## config.mk

```make
export PLATFORM = sky130hd
export DESIGN_NAME = regfile_wb_arbiter
export DESIGN_NICKNAME = d
export VERILOG_FILES = /design/src/rtl/regfile_wb_arbiter.sv
export SDC_FILE = /design/constraint.sdc
export NUM_CORES = 1
export LEC_CHECK = 0
export BUFFER_PORTS_ARGS = -buffer_cell sky130_fd_sc_hd__buf_2
export CAP_MARGIN = 5
export CORE_MARGIN = 1
export CORE_UTILIZATION = 44
export CTS_CLUSTER_SIZE = 24
export DETAILED_ROUTE_END_ITERATION = 12
export PLACE_DENSITY_LB_ADDON = 0.08
export SYNTH_ARGS = -nofsm -noshare
export SYNTH_HDL_FRONTEND = slang
export SYNTH_SLANG_ARGS = --single-unit
```

## constraint.sdc

```tcl
create_clock -name clk -period 2.55 [get_ports clk]
set_clock_uncertainty 0.1 [all_clocks]
set_input_delay 0.3825 -clock clk [delete_from_list [all_inputs] [get_ports clk]]
set_output_delay 0.3825 -clock clk [all_outputs]
set_load 0.01 [all_outputs]
```

## src/rtl/regfile_wb_arbiter.sv

```systemverilog
// Round-robin write-back arbiter sharing one register-file write port between ALU and load paths.
// Define WB_STATS_EN to build the saturating contention counter; otherwise conflictCount reads 0.
module regfile_wb_arbiter #(
    parameter int unsigned DATA_W = 32,
    parameter int unsigned ADDR_W = 5
) (
    input  logic              clk,
    input  logic              reset,
    input  logic              wb0Valid,
    output logic              wb0Ready,
    input  logic [ADDR_W-1:0] wb0Rd,
    input  logic [DATA_W-1:0] wb0Data,
    input  logic              wb1Valid,
    output logic              wb1Ready,
    input  logic [ADDR_W-1:0] wb1Rd,
    input  logic [DATA_W-1:0] wb1Data,
    output logic              regWrite,
    output logic [ADDR_W-1:0] rd,
    output logic [DATA_W-1:0] writeData,
    output logic [15:0]       conflictCount
);

    typedef enum logic {
        GRANT_P0 = 1'b0,
        GRANT_P1 = 1'b1
    } grant_e;

    grant_e            lastGrant_q, lastGrant_d;
    logic              regWrite_q, regWrite_d;
    logic [ADDR_W-1:0] rd_q, rd_d;
    logic [DATA_W-1:0] writeData_q, writeData_d;

    logic              grant0, grant1, xfer;
    logic [ADDR_W-1:0] winRd;
    logic [DATA_W-1:0] winData;

    // Ready is held low during reset so no producer sees a transfer that the output stage would drop.
    always_comb begin
        grant0 = 1'b0;
        grant1 = 1'b0;
        if (!reset) begin
            if (wb0Valid && wb1Valid) begin
                grant0 = (lastGrant_q == GRANT_P1);
                grant1 = (lastGrant_q == GRANT_P0);
            end else begin
                grant0 = wb0Valid;
                grant1 = wb1Valid;
            end
        end
    end

    assign wb0Ready = grant0;
    assign wb1Ready = grant1;

    always_comb begin
        xfer        = grant0 | grant1;
        winRd       = grant1 ? wb1Rd : wb0Rd;
        winData     = grant1 ? wb1Data : wb0Data;
        lastGrant_d = lastGrant_q;
        if (xfer) begin
            lastGrant_d = grant1 ? GRANT_P1 : GRANT_P0;
        end
        // x0 writes are accepted but squashed here; rd/data keep their last written values.
        regWrite_d  = xfer && (winRd != '0);
        rd_d        = regWrite_d ? winRd : rd_q;
        writeData_d = regWrite_d ? winData : writeData_q;
    end

    always_ff @(posedge clk or posedge reset) begin
        if (reset) begin
            lastGrant_q <= GRANT_P1;
            regWrite_q  <= 1'b0;
            rd_q        <= '0;
            writeData_q <= '0;
        end else begin
            lastGrant_q <= lastGrant_d;
            regWrite_q  <= regWrite_d;
            rd_q        <= rd_d;
            writeData_q <= writeData_d;
        end
    end

    assign regWrite  = regWrite_q;
    assign rd        = rd_q;
    assign writeData = writeData_q;

`ifdef WB_STATS_EN
    logic [15:0] conflictCount_q, conflictCount_d;

    always_comb begin
        conflictCount_d = conflictCount_q;
        if (wb0Valid && wb1Valid && (conflictCount_q != 16'hFFFF)) begin
            conflictCount_d = conflictCount_q + 16'd1;
        end
    end

    always_ff @(posedge clk or posedge reset) begin
        if (reset) begin
            conflictCount_q <= '0;
        end else begin
            conflictCount_q <= conflictCount_d;
        end
    end

    assign conflictCount = conflictCount_q;
`else
    assign conflictCount = '0;
`endif

endmodule

```

# == After elaboration in Yosys (flattened, before gate mapping) ==
# Index checks and enable logic that the tools add are counted.
# word_totals
input_bits,78
reg_bits,39
output_inout_bits,56
elab_cells,16
# op_classes
bitwise,2
n_reduce_logical,3
mux,7
# op_table
operator,count
2-to-1 mux 32 bit,1
2-to-1 mux 1 bit,5
2-to-1 mux 5 bit,1
nonzero test 5 bit,1
logical AND 1 bit,2
NOT 1 bit,1
OR 1 bit,1

# == Logic depth before layout (Yosys ltp) ==
# Gate-level depths: netlist (run 1).
# depth
ltp_word,6
depth_mapped,6
mapped_depth_nobuf,5

# == Least setup slack after synthesis (run 1) ==
# Ideal clock, no wire load.
# synth_timing
path_kind,input -> register
start,in reset
end,"reg writeData_q[12], in the netlist writeData[12]"
required_time_ns,2.325
setup_ns,0.125
path_slack_ns,-0.101
stages,5
arrival_ns,2.426
n_path_buf,1
path_cell_list,inv_1 o21ai_2 a211oi_4 buf_6 mux2_4
# synth_via
elab_chain_cells,4
elab_cells_between_ends,7
classes_between,mux (4); bitwise (1); reduce/logical (2)
# synth_rtl
item,line_no,text
start: declaration,8,"input logic reset,"
2-to-1 mux 1 bit,41,if (!reset) begin
2-to-1 mux 5 bit,57,winRd = grant1 ? wb1Rd : wb0Rd;
nonzero test 5 bit,64,regWrite_d = xfer && (winRd != '0);
logical AND 1 bit,64,
end signal: assignment,79,writeData_q <= writeData_d;
end: declaration,31,"logic [DATA_W-1:0] writeData_q, writeData_d;"
# Several ways; a longest one is shown, not always the timed one.
# A chain may end at the register's enable or synchronous reset.

# == Worst setup path after layout (run 1) ==
# layout_timing
start,reg lastGrant_q
end,"reg writeData_q[9], in the netlist writeData[9]"
# layout_via
elab_chain_cells,6
elab_cells_between_ends,10
classes_between,mux (6); bitwise (2); reduce/logical (2)
# layout_rtl
item,line_no,text
start: declaration,28,"grant_e lastGrant_q, lastGrant_d;"
start signal: assignment,76,lastGrant_q <= lastGrant_d;
NOT 1 bit,44,grant1 = (lastGrant_q == GRANT_P0);
2-to-1 mux 1 bit,42,if (wb0Valid && wb1Valid) begin
2-to-1 mux 1 bit,41,
2-to-1 mux 5 bit,57,
nonzero test 5 bit,64,
logical AND 1 bit,64,
# Several ways; a longest one is shown, not always the timed one.

==> results of run 1 <==
repair_timing:
item	4_1_cts	5_1_grt
endpoints found under the hold margin	0	0
hold buffers	0	0
endpoints found under the setup margin	15	0
buffers inserted	1	0
registers in the layout, summed over array words and instances (netlist names):
signal       flops
lastGrant_q      1
rd               5
regWrite         1
writeData       32
final timing paths:
check | to | slack [ps] | depth (start not counted)
max | writeData[9] | 460 | 5
min | rd[1] | 270 | 4
max reg2reg | writeData[9] | 460 | 5
min reg2reg | lastGrant_q | 380 | 2
max in group asynchronous | lastGrant_q | 1740 | 4
min in group clk | rd[3] | 330 | 3
critical path, cell delays in order (launching register included):
cell     delay [ps]
dfstp_2         540
nand2_1         130
nand2_2         110
buf_4           410
mux2_2          400
mux2_4          260
placed cells by master, fill, tap and decap left out, types with 5 or more instances in the layout:
cell type  netlist  final
dfrtp_1         38     38
nand2_1          6      5
clkbuf_8         0      5
buf_2            4    117
buf_4           16     11
mux2_4          28     28
mux2_2          36     36
conb_1           1     16
layer usage:
layer  part of all wire (%)  vias to the layer above
li1                       -                      845
met1                     44                      847
met2                     46                      102
met3                    8.4                        7
met4                    1.4                        0
met5                      0                        -
metrics by stage:
step                      setup TNS [ps]  std cells  area, um2  power [uW]  setup WS [ps]
after CTS                              0        371       3070        1750            445
after floorplan                        0        189       2370        1130            391
after global routing                   0        371       3070        1830            347
after detailed placement           -1980        362       2970        1330           -162
final                                  0        371       3070        1720            461
after global placement             -1560        362       2970        1330           -137
power by group:
group / switching, uW / internal (uW)
Clock: 212 / 191
Combinational: 234 / 308
Sequential: 55.4 / 722
Total: 502 / 1220
cells by family after synthesis:
kind of cell | Yosys count
buffers and inverters | 28
other | 1
and+or+nand+nor | 22
DFF | 39
muxes | 67
AOI/OAI and AO/OA | 17
final cells by class:
class	count	share of cell area [%]
Timing Repair Buffer	130	23.1
Clock inverter	2	0.407
Sequential cell	39	31.8
Clock buffer	6	2.36
Tap cell	67	2.73
Multi-Input combinational cell	122	38.9
Inverter	5	0.733
==> run_results.csv, run 1 <==
group,metric,value,unit
finish,syn2layout_area_growth,33.2,%
place,dpl.hpwl,3.70,mm
synthesis,synthXorXnorAreaFrac,0,%
finish,diodes,0,
global_routing,antenna_found_initial,0,
global_routing,track_usage,18.2,%
clock_tree,root_buffer,"clkbuf_8",
drt,drtIter0Drc,41,
critical_path,cp-startpoint,"lastGrant_q",
power,p_per_area,561,mW/mm2
critical_path,cp.arrival,2160,ps
critical_path,worstSetupPathType,"reg -> reg",
drt,wire_per_inst,13.2,um
sta,fin_crit_sh,81.9,%
power,peakVddDrop,0.283,mV
clock_tree,cts_made_buffers,5,
synthesis,synthFlopType,"dfrtp_1",
synthesis,synth_largest_type_area_fraction,41.2,%
sta,setup_viol,0,
synthesis,yosys-top-cells-count,"dfrtp_1, mux2_2, mux2_4",
finish,fin_util,62.9,%
sta,hold_violations,0,
synthesis,syn-cell-area,0.00231,mm2
sta,slew_viol_final,0,
run,cap_violations,0,
run_status,status,"finished, final reports clean",
finish,n_fill_cell,423,
synthesis,syn_avg_cell_area,13.3,um2
global_routing,grt_use_met3,4.07,%
floorplanning,die_area,0.00553,mm2
clock_tree,clock_latency,290,ps
synthesis,synthAdderAreaFrac,0,%
synthesis,synth_edf_count,0,
synthesis,yosys.cell_count.top_type,"dfrtp_1",
synthesis,synthTopCellsByArea,"dfrtp_1, mux2_4, mux2_2",
synthesis,synth-simple-area-share,5.48,%
min_path,worstHoldPathType,"in -> async",
clock_tree,htreeDepth,2,
global_routing,met1_usage,23.9,%
synthesis,muxShareOfSynthArea,37.1,%
global_routing,grt_max_degree,40,
finish,multi_input_area,0.00119,mm2
clock_tree,clock_path_buffers,2,
floorplanning,std_cell_rows,25,
clock_tree,cts.repair.resized,0,
drt,drt_wl_total,4.91,mm
synthesis,synth-compound-area-share,6.51,%
place,gp_congestion,0.843,
clock_tree,tritoncts,"done",
drt,vias,1801,
synthesis,yosys.cell_types.count,34,
clock_tree,clk_pin_slew_worst_paths,80,ps
critical_path,reg2reg_from,"lastGrant_q",
global_routing,grt_pass1_wl,7.51,mm
global_routing,grt_pass1_vias,1640,
drt,ant_nets,0,
synthesis,synth_cells,174,
floorplanning,die_w,74.4,um
critical_path,cp_data_required_time,2620,ps
floorplanning,die_h,74.4,um
global_routing,busiest_layer,"met2",
floorplanning,start_util,47.3,%
synthesis,async_flop_share,100,%
place,numPortBuffers,117,
synthesis,synth_top_area_cell,"dfrtp_1",
critical_path,startpoint_type,"register",
global_routing,global_route.usage.met2,29.1,%
synthesis,seq_area_frac_synth,42.4,%
critical_path,cp-end-kind,"register",
floorplanning,core,0.00488,mm2
synthesis,synth_seq_cells,39,
global_routing,overflow,0,
synthesis,synth-warning-count,0,
finish,fin_nets,381,
clock_tree,cts_num_sinks,39,
drt,drt_drc_violations_left,0,
drt,dr.pass1.iters,4,
sta,worst_hold_slack,265,ps
sta,post-route-min-period,2090,ps
drt,viasPerCell,4.85,
critical_path,cp_max_fo,37,
sta,max_freq,479,MHz
synthesis,synth_top_family_by_area,"multiplexers",
floorplanning,boundaryPins,134,
finish,regArea,977,um2
sta,rsz0062_at_grt,"false",
power,p_leak,0.00158,uW
finish,drive_above_1_share,70.1,%
No activity file was read; power rests on OpenSTA's default activity.
==> run 2, diff against run 1 <==
- CORE_UTILIZATION: 44 -> 40
- clock period: 2.55 -> 1.8 ns (I/O delays scaled with it)
==> run 2 against run 1 <==
Effect of this change:
- the run now ends with negative setup slack left
- hold slack worse by 85 ps
- worst setup slack worse by 540 ps
- die area grew 9.7%
- sequential share of layout area shrank 1.9 points
- critical path depth grew 2
- power up 46%
- clock-buffer cell count unchanged
- utilization fell by 3.9 points
- wire length grew 5.5%
- via count decreased by 0.28%
==> run_results.csv, run 2 (synthesis results as in run 1) <==
group,metric,value,unit
finish,drive_above_1_share,72.8,%
drt,wire_per_inst,13.5,um
finish,stdcell_area,0.00327,mm2
power,p_leak,0.00167,uW
min_path,worstHoldPathType,"in -> async",
floorplanning,die_w,77.9,um
global_routing,overflow,0,
clock_tree,clock_latency,280,ps
finish,syn2layout_area_growth,41.8,%
critical_path,cp_max_fo,8,
drt,drt_wl_total,5.18,mm
clock_tree,root_buffer,"clkbuf_8",
global_routing,grt_pass1_wl,8.22,mm
drt,drt_drc_violations_left,0,
finish,fin_nets,390,
sta,post-route-min-period,1880,ps
drt,dr.pass1.iters,5,
global_routing,antenna_found_initial,0,
critical_path,reg2reg_from,"lastGrant_q",
floorplanning,boundaryPins,134,
clock_tree,cts_made_buffers,5,
clock_tree,htreeDepth,2,
drt,vias,1796,
sta,finalSetupTns,-2060,ps
clock_tree,cts_num_sinks,39,
critical_path,cp.arrival,1940,ps
drt,drtIter0Drc,28,
finish,diodes,0,
critical_path,cp-end-kind,"register",
finish,multi_input_area,0.00127,mm2
clock_tree,tritoncts,"done",
sta,max_freq,533,MHz
floorplanning,die_area,0.00607,mm2
place,gp_congestion,0.826,
drt,ant_nets,0,
place,dpl.hpwl,3.80,mm
sta,fin_crit_sh,104,%
global_routing,grt_pass1_vias,1725,
floorplanning,core,0.00554,mm2
finish,layout_common_cells,"buf_2, dfrtp_1, mux2_2, mux2_4, conb_1",
global_routing,grt_max_degree,40,
drt,viasPerCell,4.66,
sta,rsz0062_at_grt,"true",
run_status,status,"finished, violations left",
sta,setup_viol,32,
critical_path,cp-startpoint,"lastGrant_q",
finish,largest_register_ffs,32,
floorplanning,die_h,77.9,um
sta,worst_slack,-77.5,ps
power,peakVddDrop,0.374,mV
clock_tree,clk_pin_slew_worst_paths,80,ps
finish,regArea,977,um2
critical_path,worstSetupPathType,"reg -> reg",
finish,n_fill_cell,491,
critical_path,cp_data_required_time,1860,ps
floorplanning,start_util,41.6,%
sta,slew_viol_final,0,
finish,final_common_cell,"buf_2",
run,cap_violations,0,
place,place_area,0.00303,mm2
power,p_per_area,769,mW/mm2
clock_tree,clock_path_buffers,2,
run_status,failed_checks,"negative setup slack",
power,total_power,2510,uW
critical_path,startpoint_type,"register",
floorplanning,std_cell_rows,27,
place,numPortBuffers,117,
global_routing,track_usage,17.4,%
sta,hold_violations,0,
==> run 2: layer usage <==
metal  wire [um]  track usage, %
met4          72            5.56
met1        2330            22.7
met5           0               0
met3         312            4.35
met2        2470            28.3
==> run 2: final timing paths <==
check                                endpoint  slack, ps  depth (start not counted)
worst min-delay path                    rd[1]        180                          4
worst max-delay path            writeData[26]        -80                          7
worst max register to register  writeData[26]        -80                          7
min in group clk                        rd[3]        230                          3
worst min register to register          rd[4]        390                          1
max in group asynchronous         lastGrant_q       1060                          4
==> run 2: worst max-delay path: stages (launching register included) <==
cell	delay [ps]
dfstp_2	560
nand2_2	70
buf_6	130
a211oi_4	230
a211oi_4	70
buf_6	150
buf_16	140
mux2_4	300
==> run 2: final cells by class <==
class	instances	area share, %
timing repair buffer	139	25.3
clock inverter	2	0.383
sequential	39	29.9
multi-input combinational	122	38.8
tap	72	2.76
inverter	5	0.689
clock buffer	6	2.22
==> run 2: repair_timing <==
| action | CTS | global route |
|---|---|---|
| setup buffers | 3 | 0 |
| gates cloned | 2 | 0 |
| pin swaps | 5 | 4 |
| setup endpoints to repair | 35 | 36 |
| hold endpoints to repair | 0 | 0 |
| hold buffers | 0 | 0 |
| gates resized for setup | 16 | 5 |
==> run 2: per-stage QoR <==
step           setup slack, ps  std cells  util (%)  hold slack [ps]
2_1_floorplan             -208        189         -              158
3_5_place_dp              -213        372      54.7              368
5_1_grt                   -149        385      59.0              224
3_3_place_gp              -197        372      54.7              362
4_1_cts                  -64.7        385      58.5              202
6_report                 -77.5        385      59.0              181
==> run 2: where the power goes <==
part | internal [uW] | switching [uW] | total, uW
Clock | 271 | 295 | 565
Combinational | 489 | 356 | 845
Sequential | 1020 | 78.8 | 1100
Total | 1780 | 730 | 2510
